## config.mk

```make
export PLATFORM = sky130hd
export DESIGN_NAME = alu_seq_flat
export DESIGN_NICKNAME = d
export VERILOG_FILES = /design/src/rtl/alu_seq_if.sv /design/src/rtl/alu_seq.sv /design/src/flat_wrapper.sv
export SDC_FILE = /design/constraint.sdc
export NUM_CORES = 1
export LEC_CHECK = 0
export CORE_ASPECT_RATIO = 2
export CORE_MARGIN = 8
export CORE_UTILIZATION = 30
export CTS_CLUSTER_SIZE = 30
export DETAILED_ROUTE_END_ITERATION = 8
export GPL_TIMING_DRIVEN = 0
export PLACE_DENSITY = 0.55
export SLEW_MARGIN = 10
export SYNTH_ARGS = -nofsm -noshare
export SYNTH_HDL_FRONTEND = slang
export SYNTH_SLANG_ARGS = --single-unit
```

## constraint.sdc

```tcl
create_clock -name clk -period 4.25 [get_ports clk]
set_input_delay 0.425 -clock clk [delete_from_list [all_inputs] [get_ports clk]]
set_output_delay 0.425 -clock clk [all_outputs]
set_load 0.1 [all_outputs]
```

## src/rtl/alu_seq_if.sv

```systemverilog
// alu_seq_if: request/response bundle between the control unit and alu_seq.
//
//   master (control unit): drives start, op, a, b; observes the results.
//   slave  (alu_seq)     : samples start, op, a, b; drives result, result_hi,
//                          zero, overflow, cout, illegal, busy, done.
//
// WIDTH must match the WIDTH of the alu_seq instance it is connected to.
interface alu_seq_if #(
  parameter int WIDTH = 32
);
  logic             start;
  logic [3:0]       op;
  logic [WIDTH-1:0] a;
  logic [WIDTH-1:0] b;
  logic [WIDTH-1:0] result;
  logic [WIDTH-1:0] result_hi;
  logic             zero;
  logic             overflow;
  logic             cout;
  logic             illegal;
  logic             busy;
  logic             done;

  modport master (
    output start, op, a, b,
    input  result, result_hi, zero, overflow, cout, illegal, busy, done
  );

  modport slave (
    input  start, op, a, b,
    output result, result_hi, zero, overflow, cout, illegal, busy, done
  );
endinterface

```

## src/rtl/alu_seq.sv

```systemverilog
// alu_seq: registered WIDTH-bit ALU with an iterative shift-add multiplier.
//
// Ports:
//   clk   - rising-edge clock
//   reset - synchronous, active-high; clears all state and outputs
//   bus   - alu_seq_if.slave:
//             start/op/a/b     request, sampled only while not busy
//             result           registered result (low product half for MUL)
//             result_hi        high product half for MUL, 0 otherwise
//             zero             result == 0
//             overflow, cout   signed overflow / carry out, ADD and SUB only
//             illegal          captured op code is not in the op table
//             busy             multiplier running, new starts are dropped
//             done             one-cycle pulse, outputs valid
//
// Non-MUL ops complete in the cycle after start. MUL keeps busy high for
// WIDTH cycles and pulses done in the following cycle.
module alu_seq #(
  parameter int WIDTH = 32
) (
  input  logic     clk,
  input  logic     reset,
  alu_seq_if.slave bus
);

  localparam int CNT_W = $clog2(WIDTH + 1);

  localparam logic [3:0] OP_AND = 4'b0000;
  localparam logic [3:0] OP_OR  = 4'b0001;
  localparam logic [3:0] OP_ADD = 4'b0010;
  localparam logic [3:0] OP_XOR = 4'b0011;
  localparam logic [3:0] OP_SUB = 4'b0110;
  localparam logic [3:0] OP_SLT = 4'b0111;
  localparam logic [3:0] OP_NOR = 4'b1100;
  localparam logic [3:0] OP_MUL = 4'b1000;

  typedef enum logic [1:0] {
    IDLE = 2'd0,
    MUL  = 2'd1,
    DONE = 2'd2
  } state_t;

  state_t             state_reg,     state_next;
  logic [WIDTH-1:0]   result_reg,    result_next;
  logic [WIDTH-1:0]   result_hi_reg, result_hi_next;
  logic               zero_reg,      zero_next;
  logic               overflow_reg,  overflow_next;
  logic               cout_reg,      cout_next;
  logic               illegal_reg,   illegal_next;
  logic [WIDTH-1:0]   mcand_reg,     mcand_next;   // multiplicand (a)
  logic [WIDTH-1:0]   acc_hi_reg,    acc_hi_next;  // upper accumulator half
  logic [WIDTH-1:0]   acc_lo_reg,    acc_lo_next;  // multiplier, shifted out as product bits shift in
  logic [CNT_W-1:0]   cnt_reg,       cnt_next;

  // Single-cycle datapath. SLT shares the subtractor: a + ~b + 1.
  logic             use_sub;
  logic [WIDTH-1:0] b_eff;
  logic [WIDTH:0]   sum_full;
  logic [WIDTH-1:0] sum;
  logic             add_ovf;
  logic             less;
  logic [WIDTH-1:0] alu_res;
  logic             alu_ovf;
  logic             alu_cout;
  logic             alu_ill;

  always_comb begin
    use_sub  = (bus.op == OP_SUB) || (bus.op == OP_SLT);
    b_eff    = use_sub ? ~bus.b : bus.b;
    sum_full = {1'b0, bus.a} + {1'b0, b_eff} + {{WIDTH{1'b0}}, use_sub};
    sum      = sum_full[WIDTH-1:0];
    add_ovf  = (bus.a[WIDTH-1] == b_eff[WIDTH-1]) && (sum[WIDTH-1] != bus.a[WIDTH-1]);
    // The raw sign of a-b is wrong whenever the subtraction overflows.
    less     = sum[WIDTH-1] ^ add_ovf;

    alu_res  = '0;
    alu_ovf  = 1'b0;
    alu_cout = 1'b0;
    alu_ill  = 1'b0;
    case (bus.op)
      OP_AND: alu_res = bus.a & bus.b;
      OP_OR:  alu_res = bus.a | bus.b;
      OP_XOR: alu_res = bus.a ^ bus.b;
      OP_NOR: alu_res = ~(bus.a | bus.b);
      OP_ADD, OP_SUB: begin
        alu_res  = sum;
        alu_ovf  = add_ovf;
        alu_cout = sum_full[WIDTH];
      end
      OP_SLT: alu_res = {{(WIDTH-1){1'b0}}, less};
      default: alu_ill = 1'b1;
    endcase
  end

  // One shift-add step: conditionally add the multiplicand into the upper
  // half, then shift {carry, acc_hi, acc_lo} right by one.
  logic [WIDTH:0]   partial;
  logic [WIDTH-1:0] acc_hi_step;
  logic [WIDTH-1:0] acc_lo_step;

  always_comb begin
    partial     = acc_lo_reg[0] ? ({1'b0, acc_hi_reg} + {1'b0, mcand_reg})
                                : {1'b0, acc_hi_reg};
    acc_hi_step = partial[WIDTH:1];
    acc_lo_step = {partial[0], acc_lo_reg[WIDTH-1:1]};
  end

  always_comb begin
    state_next     = state_reg;
    result_next    = result_reg;
    result_hi_next = result_hi_reg;
    zero_next      = zero_reg;
    overflow_next  = overflow_reg;
    cout_next      = cout_reg;
    illegal_next   = illegal_reg;
    mcand_next     = mcand_reg;
    acc_hi_next    = acc_hi_reg;
    acc_lo_next    = acc_lo_reg;
    cnt_next       = cnt_reg;

    case (state_reg)
      IDLE, DONE: begin
        if (bus.start) begin
          if (bus.op == OP_MUL) begin
            // Previous outputs stay visible while the multiplier runs.
            mcand_next  = bus.a;
            acc_lo_next = bus.b;
            acc_hi_next = '0;
            cnt_next    = CNT_W'(WIDTH);
            state_next  = MUL;
          end else begin
            result_next    = alu_res;
            result_hi_next = '0;
            zero_next      = (alu_res == '0);
            overflow_next  = alu_ovf;
            cout_next      = alu_cout;
            illegal_next   = alu_ill;
            state_next     = DONE;
          end
        end else begin
          state_next = IDLE;
        end
      end

      MUL: begin
        acc_hi_next = acc_hi_step;
        acc_lo_next = acc_lo_step;
        cnt_next    = cnt_reg - CNT_W'(1);
        if (cnt_reg == CNT_W'(1)) begin
          result_next    = acc_lo_step;
          result_hi_next = acc_hi_step;
          zero_next      = (acc_lo_step == '0);
          overflow_next  = 1'b0;
          cout_next      = 1'b0;
          illegal_next   = 1'b0;
          state_next     = DONE;
        end
      end

      default: state_next = IDLE;
    endcase
  end

  always_ff @(posedge clk) begin
    if (reset) begin
      state_reg     <= IDLE;
      result_reg    <= '0;
      result_hi_reg <= '0;
      zero_reg      <= 1'b0;
      overflow_reg  <= 1'b0;
      cout_reg      <= 1'b0;
      illegal_reg   <= 1'b0;
      mcand_reg     <= '0;
      acc_hi_reg    <= '0;
      acc_lo_reg    <= '0;
      cnt_reg       <= '0;
    end else begin
      state_reg     <= state_next;
      result_reg    <= result_next;
      result_hi_reg <= result_hi_next;
      zero_reg      <= zero_next;
      overflow_reg  <= overflow_next;
      cout_reg      <= cout_next;
      illegal_reg   <= illegal_next;
      mcand_reg     <= mcand_next;
      acc_hi_reg    <= acc_hi_next;
      acc_lo_reg    <= acc_lo_next;
      cnt_reg       <= cnt_next;
    end
  end

  assign bus.result    = result_reg;
  assign bus.result_hi = result_hi_reg;
  assign bus.zero      = zero_reg;
  assign bus.overflow  = overflow_reg;
  assign bus.cout      = cout_reg;
  assign bus.illegal   = illegal_reg;
  assign bus.busy      = (state_reg == MUL);
  assign bus.done      = (state_reg == DONE);

endmodule

```

## src/flat_wrapper.sv

```systemverilog
// flat-port wrapper written by rule: the top's interface ports become plain ports
module alu_seq_flat 
#(
  parameter int WIDTH = 32
)
  (clk, reset, bus_start, bus_op, bus_a, bus_b, bus_result, bus_result_hi, bus_zero, bus_overflow, bus_cout, bus_illegal, bus_busy, bus_done);
  alu_seq_if #(.WIDTH(WIDTH)) bus_i ();
  input  logic clk;
  input  logic reset;
  input wire logic [$bits(bus_i.start)-1:0] bus_start;
  input wire logic [$bits(bus_i.op)-1:0] bus_op;
  input wire logic [$bits(bus_i.a)-1:0] bus_a;
  input wire logic [$bits(bus_i.b)-1:0] bus_b;
  output wire logic [$bits(bus_i.result)-1:0] bus_result;
  output wire logic [$bits(bus_i.result_hi)-1:0] bus_result_hi;
  output wire logic [$bits(bus_i.zero)-1:0] bus_zero;
  output wire logic [$bits(bus_i.overflow)-1:0] bus_overflow;
  output wire logic [$bits(bus_i.cout)-1:0] bus_cout;
  output wire logic [$bits(bus_i.illegal)-1:0] bus_illegal;
  output wire logic [$bits(bus_i.busy)-1:0] bus_busy;
  output wire logic [$bits(bus_i.done)-1:0] bus_done;
  assign bus_i.start = bus_start;
  assign bus_i.op = bus_op;
  assign bus_i.a = bus_a;
  assign bus_i.b = bus_b;
  assign bus_result = bus_i.result;
  assign bus_result_hi = bus_i.result_hi;
  assign bus_zero = bus_i.zero;
  assign bus_overflow = bus_i.overflow;
  assign bus_cout = bus_i.cout;
  assign bus_illegal = bus_i.illegal;
  assign bus_busy = bus_i.busy;
  assign bus_done = bus_i.done;
  alu_seq #(.WIDTH(WIDTH)) u_core (.clk(clk), .reset(reset), .bus(bus_i));
endmodule
```

After elaboration in Yosys (flattened, before gate mapping). Index checks and enable logic that the tools add are counted.

Bits in registers: 172. Input bits: 71. Output and inout bits: 70. Word-level logic and storage cells: 91.

$add $sub $neg: 4. Equal/unequal tests: 16. Mux-type cells: 41. Bitwise operators: 6. Reduce and logical (&&, ||, !) cells: 13.

Operators by type and width (number): 32-bit 2-to-1 mux (11); 32-bit case mux with 2 select lines (4); 32-bit case mux with 6 select lines (1); 32-bit by 32-bit adder with 33-bit output (2); 32-bit logical NOT (2); 32-bit inverter (2); 33-bit by 1-bit adder with 33-bit output (1); 33-bit 2-to-1 mux (1); 32-bit bitwise AND (1); 32-bit bitwise OR (1); 32-bit XOR (1); 1-bit 2-to-1 mux (13); 6-bit 2-to-1 mux (2); 6-bit case mux with 2 select lines (1); 4-bit by 2-bit equality test with 1-bit output, second input constant (2); 4-bit by 3-bit equality test with 1-bit output, second input constant (2); 4-bit equality test, second input constant (2); 1-bit case mux with 2 select lines (4); 7-bit OR reduction (1); 6-bit by 1-bit equality test with 1-bit output, second input constant (1); 2-bit 2-to-1 mux (3); 3-bit AND reduction (2); 6-bit by 1-bit subtractor with 6-bit output, second input constant (1); 4-bit by 1-bit equality test with 1-bit output, second input constant (1); other kinds (15) (18).

Longest topological paths before layout.
Word-level depth: 13. Depth in mapped cells: 16. Mapped depth without buffers: 14.

Least setup slack after synthesis. OpenSTA, ideal clock, no wires.

Path kind: input to register. Start: input bus_op[1]. End: register u_core.zero_reg (netlist: u_core.bus.zero). Library setup time: 84 ps. Data arrival time: 3757 ps. Data required time: 4166 ps. Setup slack: 409 ps. Stages: 16. Path buffers: 3. Path through: buf_2 nand3b_1 buf_1 xnor2_1 ha_1 buf_2 nand4_1 nor4_1 a31oi_1 a21oi_1 o221ai_2 o21ai_2 xnor2_2 o21ai_1 or4_1 o31ai_2.

Cells in the longest elaborated chain, start to end: 13. Elaborated cells between the ends (all ways): 24. Classes of those cells: 2 x add/sub; 10 x eq/ne; 5 x mux; 1 x bitwise; 6 x reduce/logical.

RTL lines: from (decl) (line flat_wrapper.sv:11) `input wire logic [$bits(bus_i.op)-1:0] bus_op;`; 4-bit by 3-bit equality test with 1-bit output (line alu_seq.sv:68, alu_seq.sv:80); 1-bit logical OR (line alu_seq.sv:68) `use_sub = (bus.op == OP_SUB) || (bus.op == OP_SLT);`; 32-bit 2-to-1 mux (line alu_seq.sv:69) `b_eff = use_sub ? ~bus.b : bus.b;`; 32-bit by 32-bit adder with 33-bit output (line alu_seq.sv:70) `sum_full = {1'b0, bus.a} + {1'b0, b_eff} + {{WIDTH{1'b0}}, use_sub};`; 33-bit by 1-bit adder with 33-bit output (line alu_seq.sv:70); 1-bit != test (line alu_seq.sv:72) `add_ovf = (bus.a[WIDTH-1] == b_eff[WIDTH-1]) && (sum[WIDTH-1] != bus.a[WIDTH-1]);`; 1-bit logical AND (line alu_seq.sv:72); 1-bit XOR (line alu_seq.sv:74) `less = sum[WIDTH-1] ^ add_ovf;`; 32-bit case mux with 6 select lines (line alu_seq.sv:80) `case (bus.op)`; 32-bit logical NOT (line alu_seq.sv:134) `zero_next = (alu_res == '0);`; 1-bit 2-to-1 mux (line alu_seq.sv:124) `if (bus.op == OP_MUL) begin`; 1-bit 2-to-1 mux (line alu_seq.sv:123) `if (bus.start) begin`; 1-bit case mux with 2 select lines (line alu_seq.sv:121) `case (state_reg)`; to (signal assigned) (line alu_seq.sv:181) `zero_reg <= zero_next;`; to (decl) (line alu_seq.sv:46) `logic zero_reg, zero_next;`.

Parallel ways exist; a longest one is shown, timed or not. The select of a mux whose other input is x is not followed. A chain may end at the register's enable or synchronous reset.

Worst setup path in the final report.
Start: input bus_op[2]. End: register u_core.cout_reg (netlist: u_core.bus.cout).

Cells in the longest elaborated chain, start to end: 9. Elaborated cells between the ends (all ways): 15. Classes of those cells: 2 x add/sub; 5 x eq/ne; 5 x mux; 3 x reduce/logical.

RTL lines: 4-bit by 3-bit equality test with 1-bit output (on tied branches) (line alu_seq.sv:68, alu_seq.sv:80); 1-bit logical OR (line alu_seq.sv:68); 32-bit 2-to-1 mux (line alu_seq.sv:69); 32-bit by 32-bit adder with 33-bit output (line alu_seq.sv:70); 33-bit by 1-bit adder with 33-bit output (line alu_seq.sv:70); 1-bit 2-to-1 mux (line alu_seq.sv:80); 1-bit 2-to-1 mux (line alu_seq.sv:124); 1-bit 2-to-1 mux (line alu_seq.sv:123); 1-bit case mux with 2 select lines (line alu_seq.sv:121); to (signal assigned) (line alu_seq.sv:183) `cout_reg <= cout_next;`; to (decl) (line alu_seq.sv:48) `logic cout_reg, cout_next;`.

Parallel ways exist; a longest one is shown, timed or not. The select of a mux whose other input is x is not followed.

==> impl_metrics.py <==
metrics = {
    "run_status": {
        "run_status": "complete, no violations",
    },
    "global_route": {
        "grt.overflow.total": 0,
        "antenna_violations_before_repair": 0,
        "grt_util_all_layers_pct": 20.9,
        "grt_start_max_net_pins": 19,
        "grt_first_pass_wirelength_mm": 79.7,
        "grt_pass1_vias": 12800,
    },
    "timing": {
        "fin_ws_ps": 104,
        "setup_violations": 0,
        "post-route-min-period_ps": 4150,
        "timing.fmax_ghz": 0.241,
        "post-route-period-util_pct": 97.6,
        "timing.final.hold_violations": 0,
        "worstMarginPinSlew_ps": 1210,
        "finalMaxSlewViolations": 0,
        "timing.clock.skew_ps": 11.9,
        "hold-worst-slack_ps": 448,
        "max_slew_margin_pct": 18.7,
    },
    "worst_hold_path": {
        "hp-start": "u_core.bus.result_hi[1]$_SDFFE_PP0P_",
        "worstHoldPathType": "flip-flop to flip-flop",
        "worstHoldPathCells": 2,
        "timing.hold.worst_endpoint": "u_core.bus.result_hi[1]$_SDFFE_PP0P_",
    },
    "cts": {
        "cts-htree-levels": 4,
        "cts_max_path_buffers": 2,
        "clockRootBuffer": "sky130_fd_sc_hd__clkbuf_16",
        "cts_hold_buf": 0,
        "cts_tree": "done",
        "numCtsBuffers": 17,
        "clock_latency_ps": 440,
        "clkTransAtPathRegs_ps": 70,
        "sinks_on_the_clock_net": 172,
    },
    "finish": {
        "layout-drive-gt1-share_pct": 5.70,
        "final_cell_area_um2": 15700,
        "syn_to_final_growth_pct": 23.0,
        "n_antenna_cell": 0,
        "most_common_cell_after_layout_fill_and_taps_aside": "sky130_fd_sc_hd__nand2_1",
        "final_nets": 2067,
        "fin_util_pct": 37.1,
        "mostFrequentLayoutCells": "sky130_fd_sc_hd__nand2_1 (243), sky130_fd_sc_hd__a21oi_1 (209), sky130_fd_sc_hd__dfxtp_1 (172)",
    },
    "floorplanning": {
        "core_area_um2": 42300,
        "die-height_um": 308,
        "start_util_pct": 30.2,
        "rows": 107,
        "die_area_um2": 49900,
        "io_pins": 141,
        "x_dimension_of_the_die_um": 162,
    },
    "logic_synthesis": {
        "synthArstFlopShare_pct": 0,
        "synth.avg_cell_area_um2": 7.52,
        "syn_inst": 1699,
        "synth-edff-count": 0,
        "synth.top_cell.area_share_pct": 26.9,
        "synth_area_leaders": "sky130_fd_sc_hd__dfxtp_1 (27%), sky130_fd_sc_hd__ha_1 (13%), sky130_fd_sc_hd__a21oi_1 (8.5%), sky130_fd_sc_hd__nand2_1 (7.1%), sky130_fd_sc_hd__xnor2_1 (4.0%)",
        "ys_seq_elements": 172,
        "yosys_warnings": 0,
        "synth_ff_type": "sky130_fd_sc_hd__dfxtp_1",
        "yosysTopAreaCell": "sky130_fd_sc_hd__dfxtp_1",
        "synthesis.nets": 1902,
        "synth_area_um2": 12800,
        "seq_area_frac_synth_pct": 26.9,
        "synth.distinct_cells": 84,
    },
    "setup_path": {
        "timing.reg2reg.worst_path_depth": 10,
        "setup.worst_path.start_class": "primary input",
        "reg2reg_to": "u_core.bus.result[29]$_SDFFE_PP0P_",
        "crit_path_capture_type": "flip-flop",
        "cp_max_fo": 10,
        "arrival_ps": 4430,
        "critical_path_required_ps": 4540,
        "critical_path.reg2reg.startpoint": "u_core.state_reg[1]$_SDFFE_PP0P_",
        "reg2reg_slack_ps": 410,
        "path_class": "primary input to flip-flop",
    },
    "drt": {
        "ant_nets": 0,
        "drt-wirelength-per-cell_um": 22.3,
        "drt_first_iter_violations": 1155,
        "drtPass1Iterations": 6,
        "via_per_inst": 5.60,
        "detailroute.via_count": 13600,
        "remaining_drc_errors": 0,
        "wl_mm": 54.1,
    },
    "pwr": {
        "p_sw_share_pct": 35.7,
        "internal-power_uw": 2900,
        "peakVddDrop_mv": 0.224,
        "comb_power_share_pct": 27.3,
        "total_power_uw": 4510,
        "net-switching-power_uw": 1610,
        "power.density_nw_per_um2": 287,
        "power_leakage_uw": 0.00611,
        "p_clk_share_pct": 35.9,
        "pwr-share-seq_pct": 36.8,
    },
    "placed_design": {
        "globalplace.congestion": 0.899,
        "portBuffers": 140,
        "detailed_place_hpwl_mm": 42.1,
        "detailedPlace.worstSlack_ps": -1080,
        "placed_standard_cell_area_um2": 14900,
    },
    "job": {
        "drv_cap": 0,
    },
}
==> layout make-up <==
type,instances,area [µm²]
Buffer,101,433
Clock buffer,18,429
Clock inverter,14,175
Fill cell,4540,26600
Inverter,87,327
Multi-Input combinational cell,1339,8780
Sequential cell,172,3440
Tap cell,545,682
Timing Repair Buffer,146,1450
==> power by group through the flow <==
stage | logic [µW] | registers (µW) | clock network (µW)
after global placement | 1160 | 1700 | 0
after floorplan | 613 | 1830 | 0
final | 1230 | 1660 | 1620
after CTS | 1180 | 1660 | 1620
after detailed placement | 1170 | 1700 | 0
after global routing | 1320 | 1660 | 1700
==> per-layer routing <==
metal / up-vias / wire length [µm] / GRT usage, %
met1: 6429 / 23300 / 27.5
li1: 6407 / - / -
met3: 111 / 4000 / 3.31
met4: 0 / 1980 / 7.92
met2: 621 / 24800 / 33.8
met5: - / 0 / 0
==> worst max path at each step <==
stage / startpoint / endpoint / slack (ps) / cells after the start
4_1_cts: bus_op[3] / u_core.bus.zero$_SDFFE_PP0P_ / 4 / 18
3_3_place_gp: bus_op[3] / u_core.bus.zero$_SDFFE_PP0P_ / -1070 / 16
3_5_place_dp: bus_op[3] / u_core.bus.zero$_SDFFE_PP0P_ / -1080 / 16
6_report: bus_op[2] / u_core.bus.cout$_SDFFE_PP0P_ / 100 / 18
2_1_floorplan: bus_op[1] / u_core.bus.zero$_SDFFE_PP0P_ / 410 / 16
5_1_grt: bus_op[2] / u_core.bus.zero$_SDFFE_PP0P_ / -40 / 19
==> cells by family after synthesis <==
family	share of synthesized area [%]
mux	1.76
flops	26.9
buf+inv	5.67
xor+xnor	5.06
compound gates	26.7
fa+ha+maj	13.0
simple gates	20.8
==> synth_stat cells, types with 18 or more instances <==
library cell and instances:
sky130_fd_sc_hd__nand2_1 243, sky130_fd_sc_hd__a21oi_1 217, sky130_fd_sc_hd__dfxtp_1 172, sky130_fd_sc_hd__nor2_1 132, sky130_fd_sc_hd__ha_1 130, sky130_fd_sc_hd__inv_1 87, sky130_fd_sc_hd__o21ai_0 81, sky130_fd_sc_hd__clkbuf_1 74
sky130_fd_sc_hd__xnor2_1 59, sky130_fd_sc_hd__a22oi_1 38, sky130_fd_sc_hd__a211oi_1 30, sky130_fd_sc_hd__a21o_1 28, sky130_fd_sc_hd__nand3_1 24, sky130_fd_sc_hd__nand2b_1 23, sky130_fd_sc_hd__nor3_1 23, sky130_fd_sc_hd__mux2i_1 18
sky130_fd_sc_hd__o211ai_1 18
==> stage by stage <==
stage	setup TNS, ps	cells
floorplan	0	1699
global placement	-15040	2384
detailed placement	-14770	2384
finish	0	2422
global route	-37.2	2422
CTS	0	2417
==> worst max-delay path: stages <==
cell	delay [ps]
sky130_fd_sc_hd__clkdlybuf4s50_1	520
sky130_fd_sc_hd__buf_6	140
sky130_fd_sc_hd__nand3b_1	70
sky130_fd_sc_hd__buf_4	180
sky130_fd_sc_hd__buf_6	170
sky130_fd_sc_hd__xnor2_2	150
sky130_fd_sc_hd__ha_1	390
sky130_fd_sc_hd__a21oi_2	180
sky130_fd_sc_hd__nand2_1	100
sky130_fd_sc_hd__o211ai_1	350
sky130_fd_sc_hd__a311oi_2	180
sky130_fd_sc_hd__o32a_1	440
sky130_fd_sc_hd__buf_4	160
sky130_fd_sc_hd__a31oi_2	250
sky130_fd_sc_hd__nor2b_1	80
sky130_fd_sc_hd__o21a_1	180
sky130_fd_sc_hd__o21ai_0	330
sky130_fd_sc_hd__a211oi_1	120
==> repair_timing <==
action | in CTS | in global routing
setup buffers | 1 | 5
endpoints found under the hold margin | 0 | 0
endpoints found under the setup margin | 18 | 7
gates resized for setup | 15 | 40
pin swaps | 4 | 14
(Power assumes the default switching activity.)
